**config.mk**
```make
export PLATFORM = sky130hd
export DESIGN_NAME = pixel_step_sequencer
export DESIGN_NICKNAME = d
export VERILOG_FILES = /design/src/rtl/pixel_step_sequencer.sv
export SDC_FILE = /design/constraint.sdc
export NUM_CORES = 1
export LEC_CHECK = 0
export BUFFER_PORTS_ARGS = -buffer_cell sky130_fd_sc_hd__buf_4
export CORE_MARGIN = 3
export CORE_UTILIZATION = 30
export CTS_CLUSTER_DIAMETER = 30
export CTS_CLUSTER_SIZE = 8
export DETAILED_ROUTE_END_ITERATION = 16
export GPL_TIMING_DRIVEN = 0
export PLACE_DENSITY = 0.57
export SYNTH_ARGS = -nofsm -noshare
export SYNTH_HDL_FRONTEND = slang
export SYNTH_SLANG_ARGS = --single-unit
```
**constraint.sdc**
```tcl
create_clock -name clk_2K -period 4.18 [get_ports clk_2K]
set_input_delay 0.209 -clock clk_2K [delete_from_list [all_inputs] [get_ports clk_2K]]
set_output_delay 0.209 -clock clk_2K [all_outputs]
set_load 0.005 [all_outputs]
```
**src/rtl/pixel_step_sequencer.sv**
```systemverilog
// pixel_step_sequencer: paces the pixel loader against the 2 kHz timer.
// Walks ADDR from 0 to N_STEPS-1; per address it clears the timer, waits one
// full dwell, then strobes LOAD for one cycle. FINISHED pulses after the last LOAD.
//
// Handshake: there is no valid/ready pair here. GO is a level request sampled
// only in IDLE (never queued); ABORT is sampled in CLEAR/WAIT/LOAD and wins
// over every other transition. T_RST_OK and T_DONE are sampled as plain levels.
module pixel_step_sequencer #(
    parameter int N_STEPS = 16,
    parameter int ADDR_W  = 4
) (
    input  logic              clk_2K,
    input  logic              RESET_N,
    input  logic              GO,
    input  logic              ABORT,
    input  logic              T_DONE,
    input  logic              T_RST_OK,
    output logic              T_START,
    output logic              T_RESET,
    output logic [ADDR_W-1:0] ADDR,
    output logic              LOAD,
    output logic              BUSY,
    output logic              FINISHED,
    output logic [2:0]        STATE_DBG
);

    typedef enum logic [2:0] {
        S_IDLE   = 3'd0,
        S_CLEAR  = 3'd1,
        S_WAIT   = 3'd2,
        S_LOAD   = 3'd3,
        S_FINISH = 3'd4
    } state_t;

    localparam logic [ADDR_W-1:0] LAST_ADDR = ADDR_W'(N_STEPS - 1);

    state_t            state;
    state_t            state_nxt;
    logic              dwell;
    logic              dwell_nxt;
    logic [ADDR_W-1:0] addr_nxt;
    logic              in_step;

    // A step is running in CLEAR, WAIT or LOAD; only there does ABORT act.
    assign in_step   = (state == S_CLEAR) || (state == S_WAIT) || (state == S_LOAD);
    assign STATE_DBG = state;

    // State, address and dwell flag registers.
    always_ff @(posedge clk_2K or negedge RESET_N) begin
        if (!RESET_N) begin
            state <= S_IDLE;
            ADDR  <= '0;
            dwell <= 1'b0;
        end else begin
            state <= state_nxt;
            ADDR  <= addr_nxt;
            dwell <= dwell_nxt;
        end
    end

    // Next-state decode; ABORT overrides every transition out of a step state.
    always_comb begin
        state_nxt = state;
        case (state)
            S_IDLE: begin
                if (GO && !ABORT) state_nxt = S_CLEAR;
            end
            S_CLEAR: begin
                if (ABORT)                  state_nxt = S_IDLE;
                else if (dwell && T_RST_OK) state_nxt = S_WAIT;
            end
            S_WAIT: begin
                if (ABORT)       state_nxt = S_IDLE;
                else if (T_DONE) state_nxt = S_LOAD;
            end
            S_LOAD: begin
                if (ABORT)                  state_nxt = S_IDLE;
                else if (ADDR == LAST_ADDR) state_nxt = S_FINISH;
                else                        state_nxt = S_CLEAR;
            end
            S_FINISH: begin
                state_nxt = S_IDLE;
            end
            default: begin
                state_nxt = S_IDLE;
            end
        endcase
    end

    // Address advance and dwell flag; the flag forces a second CLEAR cycle so a
    // stale RST_OK left over from the previous reset cannot end CLEAR early.
    always_comb begin
        addr_nxt  = ADDR;
        dwell_nxt = dwell;
        if (state == S_IDLE && state_nxt == S_CLEAR) begin
            addr_nxt = '0;
        end else if (in_step && ABORT) begin
            addr_nxt = '0;
        end else if (state == S_LOAD && state_nxt == S_CLEAR) begin
            addr_nxt = ADDR + ADDR_W'(1);
        end
        if (state_nxt == S_CLEAR && state != S_CLEAR) begin
            dwell_nxt = 1'b0;
        end else if (state == S_CLEAR) begin
            dwell_nxt = 1'b1;
        end
    end

    // Moore output decode of the state register.
    always_comb begin
        T_RESET  = 1'b0;
        T_START  = 1'b0;
        LOAD     = 1'b0;
        BUSY     = 1'b0;
        FINISHED = 1'b0;
        case (state)
            S_IDLE: begin
                T_RESET = 1'b1;
            end
            S_CLEAR: begin
                T_RESET = 1'b1;
                BUSY    = 1'b1;
            end
            S_WAIT: begin
                T_START = 1'b1;
                BUSY    = 1'b1;
            end
            S_LOAD: begin
                LOAD = 1'b1;
                BUSY = 1'b1;
            end
            S_FINISH: begin
                FINISHED = 1'b1;
            end
            default: begin
                T_RESET = 1'b1;
            end
        endcase
    end

endmodule

```
=== Yosys cells after proc, flatten, opt, wreduce, memory -nomap -nowiden ===
Index checks and enable logic that the tools add are counted.

* Bits in registers: 8
* Output and inout bits: 12
* Logic and storage cells: 43

* Add/subtract/negate cells: 1
* Eq/ne operators: 7
* Multiplexer cells: 18
* Reductions and logical operators: 14

{| class="wikitable"
|+ Operators with widths
! cell !! number
|-
| $mux 3 || 7
|-
| $mux 4 || 3
|-
| $pmux 3 s4 || 1
|-
| $mux 1 || 7
|-
| $eq 3x1->1 const B || 2
|-
| $eq 3x2->1 const B || 2
|-
| $logic_and 1x1->1 || 6
|-
| $reduce_or 3->1 || 2
|-
| $add 4x1->4 const B || 1
|-
| $eq 4x4->1 const B || 1
|-
| $eq 3x3->1 const B || 1
|-
| $logic_not 3->1 || 1
|-
| $ne 3x1->1 const B || 1
|-
| $reduce_bool 3->1 || 1
|-
| $logic_or 1x1->1 || 2
|-
| $reduce_bool 2->1 || 1
|-
| $logic_not 1->1 || 1
|}

=== Depth between registers and ports, before layout ===
Gate-level depths: netlist (run 1).

* Depth after elaboration: 9
* Gate-level depth with buffers: 5
* Gate-level depth less buffers: 4

=== Least setup slack after synthesis (run 1) ===
No wires, ideal clock.

* Path kind: reg-to-reg
* Start point: register ADDR[0]
* End point: register ADDR[3]
* Arrival time: 1.547 ns
* Data required time: 4.103 ns
* Setup slack: 2.555 ns
* Cell stages (with the launch flop): 6
* Buffers on the path: 1
* Cell sequence: dfrtp_1 > ha_1 > and3_1 > clkbuf_1 > or4_1 > a21oi_1

* Longest elaborated chain between the ends: 7
* Elaborated cells between the ends (all ways): 12
* Classes of those cells: 1 x add/sub; 2 x eq/ne; 6 x mux; 3 x reduce/logical

{| class="wikitable"
|+ Ends and longest elaborated chain
! element !! RTL line !! RTL
|-
| start: declaration || 20 || <nowiki>output logic [ADDR_W-1:0] ADDR,</nowiki>
|-
| start signal: assignment || 56 || <nowiki>ADDR <= addr_nxt;</nowiki>
|-
| $eq 4x4->1 || 78 || <nowiki>else if (ADDR == LAST_ADDR) state_nxt = S_FINISH;</nowiki>
|-
| $mux 3 || 78 ||
|-
| $mux 3 || 77 || <nowiki>if (ABORT) state_nxt = S_IDLE;</nowiki>
|-
| $pmux 3 s4 || 64 || <nowiki>case (state)</nowiki>
|-
| $eq 3x1->1 || 95, 99 ||
|-
| $logic_and 1x1->1 (on tied branches) || 95, 99 ||
|-
| $reduce_bool 3->1 (no source line) / $mux 4 (equally long branches) || - ||
|}

Several ways; a longest one is shown, not always the timed one. The select of a mux whose other input is x is not followed.
A chain may end at the register's enable or synchronous reset.

=== Worst setup path in the final report (run 1) ===
Same ends and word-level chain as after synthesis.

==> results.toml, run 1 <==
[logic_synthesis]
synth_top_cell_by_area = "dfrtp_1"
synth_warnings = 0
synth_cell_types = 25
syn_inst = 54
ys_top_cells_by_area = "dfrtp_1, a21oi_1, or3_1"
ys_top_cells_by_count = "a21oi_1, dfrtp_1, nor2_1"
avgSynthCellArea_sq_um = 8.85
synth_area_sq_um = 478
synth_top_area_share_pct = 41.9
ys.flop_type = "dfrtp_1"
yosys_register_bits = 8
synth_nets = 61
yosysSeqAreaShare_pct = 41.9
synth_enable_flop_cells = 0
ys_async_sr_fraction_pct = 100

[min_path]
hold_class = "in -> reg"

[worst_setup_path]
crit_chain = "ha_1, and3_1, clkbuf_1, or4_1, a21oi_1"
crit_path_max_fanout = 7
path_delay_family = "simple AND/OR/NAND/NOR gates"
cp_slowest_cell = "or4_1"
start_kind = "flip-flop"
max_stage_delay_ns = 0.51
critPathCaptureType = "flip-flop"
critPathArrivalTime_ns = 1.91
critical_path_required_ns = 4.36
critical_path_class = "reg -> reg"
cp.buffers_inverters = 1

[placement]
dp_slack_ns = 2.45
portBuffers = 17
dpl.hpwl_um = 886
gp_congestion = 0.736
postPlaceCellArea_sq_um = 624

[detailed_routing]
dr.pass1.iters = 4
vias = 476
ant_nets = 0
wire_per_inst_um = 12.6
vias_per_cell = 5.29
drt_iter0_markers = 10
drc = 0
routed_wl_mm = 1.14

[grt]
overflow = 0
grt_use_met1_pct = 16.8
grt_use_total_pct = 12.9
gr-usage-met3_pct = 7.11
grt_pass1_wl_mm = 1.89
gr-max-usage-layer = "met2"
antenna_found_initial = 0
grt_pass1_vias = 430
grtUsageMet2_pct = 17.6
grt_max_degree = 11

[finish]
area_delta_synth_final_pct = 37.4
fin_area_sq_um = 657
antenna_cells = 0
nFillCells = 136
drive_gt1_share_pct = 28.0
final_net_count = 84

[floorplanning]
die_w_um = 45.9
io-pin-count = 18
die_h_um = 45.9
core-area_sq_um = 1400
dieArea_sq_um = 2110
start_util_pct = 34.2
rows = 13

[cts]
h-tree-depth = 1
cts_buffers = 3
clock_path_buffers = 2
postCtsSetupBuffers = 0
clk-insertion-delay-late_ns = 0.25
ctsRootBufferMaster = "clkbuf_4"
path_clk_slew_ns = 0.05
cts_tree = "built"
cts_num_sinks = 8

[power]
peakVddDrop_v = 0.000170
leakagePower_nw = 0.299
p_per_area_nw_per_um2 = 302

[timing]
timing.final.crit_period_ns = 1.73
worst_pin_slew_ns = 0.386
max_freq_ghz = 0.578
setup_ws_ns = 2.45
setup_viol = 0
max_slew_margin_pct = 74.3
setup_tns_ns = 0
period_share_pct = 41.4
hold_violations = 0
rsz0062_at_grt = "no"
fin_skew_ns = 0.00266
timing.final.max_slew_violations = 0

[job]
maxCapViolCount = 0

[outcome]
status = "finished clean"
[registers in the layout, indices dropped and copies added, names as in the netlist]
signal     count
ADDR           4
STATE_DBG      3
dwell          1
[stage by stage]
step / cells / total power (W) / hold slack (ns) / utilization, %
after global routing: 90 / 0.000213 / 0.151 / 47.0
after floorplan: 54 / 0.000118 / -0.0866 / -
after CTS: 90 / 0.000201 / 0.155 / 47.0
after global placement: 86 / 0.000141 / 0.0349 / 44.6
final: 90 / 0.000198 / 0.168 / 47.0
after detailed placement: 86 / 0.000141 / 0.0316 / 44.6
[final cells by class]
class                           count  area [sq um]  area share [%]
Inverter                            3          11.3            1.71
Tap cell                           15          18.8            2.86
Multi-Input combinational cell     39           250            38.1
Timing Repair Buffer               18           138            21.0
Clock buffer                        3          22.5            3.43
Buffer                              4          16.3            2.48
Sequential cell                     8           200            30.5
[kinds of logic after synthesis]
| family | count (synthesis) | synth area share, % |
|---|---|---|
| and+or+nand+nor | 20 | 26.4 |
| AOI/OAI and AO/OA | 17 | 21.2 |
| DFF | 8 | 41.9 |
| buffers and inverters | 7 | 5.76 |
| muxes | 1 | 2.09 |
| adders and majority gates | 1 | 2.62 |
[worst register-to-register path, delay by kind of cell, from the launching register on]
| family | cells | cell delay, ns |
|---|---|---|
| buffers and inverters | 1 | 0.16 |
| DFF | 1 | 0.41 |
| AOI/OAI and AO/OA | 1 | 0.16 |
| adders and majority gates | 1 | 0.24 |
| and+or+nand+nor | 2 | 0.69 |
[power breakdown]
part	total (W)	internal (W)	switching, W
clock	0.0000573	0.0000327	0.0000246
combinational	0.0000508	0.0000266	0.0000242
sequential	0.0000903	0.0000845	0.00000584
total	0.000198	0.000144	0.0000546
[cell usage in the layout (no fill, tap or decap), types with 2 or more instances in the layout]
cell / instances
a21oi_1: 8
and3_1: 2
buf_4: 17
clkbuf_1: 2
clkbuf_4: 3
dfrtp_1: 8
inv_1: 3
nand3_1: 3
nor2_1: 4
o21ai_0: 3
o22a_1: 2
o31ai_1: 2
or3_1: 3
[repair_timing]
item                       CTS  global route
resized for setup            0             0
setup endpoints to repair    0             0
hold buffers                 1             0
hold endpoints to repair     8             0
[layer usage]
metal | wire length, um | up-vias
met4 | 4 | 0
met1 | 534 | 226
li1 | - | 241
met5 | 0 | -
met3 | 53 | 2
met2 | 546 | 7
[path summary, 6_finish.rpt]
check                           startpoint      endpoint  slack [ns]  depth (start not counted)
worst max-delay path               ADDR[0]       ADDR[3]        2.45                          5
worst min-delay path                 ABORT  STATE_DBG[1]        0.17                          2
worst max register to register     ADDR[0]       ADDR[3]        2.45                          5
worst min register to register       dwell         dwell        0.53                          1
max in group asynchronous          RESET_N       ADDR[0]        3.75                          2
min in group asynchronous          RESET_N       ADDR[2]        0.30                          2
No activity file was read; power rests on OpenSTA's default activity.
==> run 2: changes to the inputs <==
==> constraint.sdc (replaced) <==
create_clock -name clk_2K -period 1.65 [get_ports clk_2K]
set_input_delay 0.0825 -clock clk_2K [delete_from_list [all_inputs] [get_ports clk_2K]]
set_output_delay 0.0825 -clock clk_2K [all_outputs]
set_load 0.005 [all_outputs]
==> run 2 against run 1 <==
Effect of this change: global-route usage up 0.080 points; fmax up 10%; critical path type unchanged; clock-buffer cell count stayed put; clock skew grew 0.0019 ns; die area stayed put.
==> results.toml, run 2 (synthesis results as in run 1) <==
[worst_setup_path]
r2r-start = "STATE_DBG[2]"
cp_slowest_cell = "or4_1"
critical_path_class = "reg -> reg"
critical_path_required_ns = 1.83
critPathCaptureType = "flip-flop"
startpoint = "STATE_DBG[2]"
r2r_cells = 4
critPathArrivalTime_ns = 1.75
start_kind = "flip-flop"
path_delay_family = "simple AND/OR/NAND/NOR gates"
crit_chain = "nand4bb_1, buf_2, or4_1, a21oi_2"
max_stage_delay_ns = 0.50
crit_path_max_fanout = 10
r2r-end = "ADDR[3]"
r2r_slack_ns = 0.08
cp.buffers_inverters = 1

[power]
p_per_area_nw_per_um2 = 752
leakagePower_nw = 0.304
peakVddDrop_v = 0.000426

[timing]
hold_violations = 0
rsz0062_at_grt = "no"
max_freq_ghz = 0.636
worst_pin_slew_ns = 0.382
fin_skew_ns = 0.00457
period_share_pct = 95.3
setup_viol = 0
setup_tns_ns = 0
max_slew_margin_pct = 74.6
timing.final.crit_period_ns = 1.57
timing.final.max_slew_violations = 0

[finish]
nFillCells = 135
regMostFlops = "ADDR"
largest_register_ffs = 4
antenna_cells = 0
final_net_count = 84
post-route-util_pct = 48.8
final_common_cell = "buf_4"
area_delta_synth_final_pct = 42.9
drive_gt1_share_pct = 36.0
finalNonFillerCells = 90
mostFrequentLayoutCells = "buf_4, dfrtp_1, a21oi_1"

[grt]
grt_use_total_pct = 13.0
overflow = 0
antenna_found_initial = 0
grt_max_degree = 11
grt_pass1_wl_mm = 1.91
grt_pass1_vias = 441

[detailed_routing]
top_layer = "met3"
drt_iter0_markers = 7
wl_met1_um = 544
vias = 491
wire_per_inst_um = 13.1
dr.pass1.iters = 4
dr_wl_met2_um = 577
vias_per_cell = 5.46
routed_wl_mm = 1.18
ant_nets = 0
drc = 0
wl_met3_um = 54

[cts]
ctsRootBufferMaster = "clkbuf_4"
path_clk_slew_ns = 0.05
clock_path_buffers = 2
cts_buffers = 3
cts_num_sinks = 8
clk-insertion-delay-late_ns = 0.25
h-tree-depth = 1
cts_tree = "built"

[job]
maxCapViolCount = 0

[placement]
portBuffers = 17
dpl.hpwl_um = 886
place_inst = 86
gp_congestion = 0.736

[floorplanning]
io-pin-count = 18
die_h_um = 45.9
rows = 13
core-area_sq_um = 1400
die_w_um = 45.9
start_util_pct = 34.2
dieArea_sq_um = 2110

[min_path]
worstHoldEndpoint = "STATE_DBG[1]"
hold_class = "in -> reg"
hold_depth = 2
holdCritStartpoint = "ABORT"

[outcome]
status = "finished clean"
-- run 2: cell types whose count changed in the layout (fill, tap and decap cells not counted), sizes merged --
cell    before  now
buf         19   20
clkbuf       5    4
-- run 2: worst register-to-register path, delay by kind of cell, from the launching register on --
| family | cells | cell delay [ns] |
|---|---|---|
| and+or+nand+nor | 2 | 0.70 |
| DFF | 1 | 0.47 |
| buffers and inverters | 1 | 0.18 |
| AOI/OAI and AO/OA | 1 | 0.15 |
-- run 2: through the flow --
stage | hold WS [ns] | total power [W] | instance area, sq um | setup slack (ns)
4_1_cts | 0.0287 | 0.000513 | 658 | 0.00144
3_5_place_dp | -0.0949 | 0.000358 | 624 | -0.0760
2_1_floorplan | -0.213 | 0.000300 | 478 | 0.0254
3_3_place_gp | -0.0916 | 0.000358 | 624 | -0.0411
6_report | 0.0451 | 0.000514 | 683 | 0.0783
5_1_grt | 0.0247 | 0.000552 | 683 | 0.00439
-- run 2: power by group --
part | leakage (nW) | total, W | internal (W) | switching [W]
clock | 0.0138 | 0.000146 | 0.0000830 | 0.0000627
sequential | 0.106 | 0.000228 | 0.000214 | 0.0000142
combinational | 0.184 | 0.000140 | 0.0000742 | 0.0000659
total | 0.304 | 0.000514 | 0.000371 | 0.000143
-- run 2: worst max-delay path by stage --
stage,to,slack [ns],cells after the start
global placement,ADDR[3],-0.04,5
finish,ADDR[3],0.08,4
CTS,ADDR[3],0.001,4
detailed placement,ADDR[3],-0.08,5
global route,ADDR[3],0.004,4
floorplan,ADDR[3],0.03,5
-- run 2: timing repair --
item                                    CTS  global route
setup buffers                             0             1
endpoints found under the hold margin     8             0
endpoints found under the setup margin    4             4
hold buffers                              1             0
gates resized for setup                   2             6
pin swaps                                 0             0
-- run 2: per-layer routing --
layer / GRT usage (%) / up-vias
met2: 17.9 / 11
li1: - / 243
met5: 0 / -
met4: 5.11 / 0
met1: 16.8 / 237
met3: 7.11 / 0
-- run 2: area by class of cell --
class                   instances  area (sq um)  area share [%]
multi-input cells              39           270            39.6
inverters                       3          11.3            1.65
repair buffers                 19           145            21.2
clock buffers                   3          22.5            3.30
plain buffers                   3          13.8            2.01
flip-flops and latches          8           201            29.5
well taps                      15          18.8            2.75
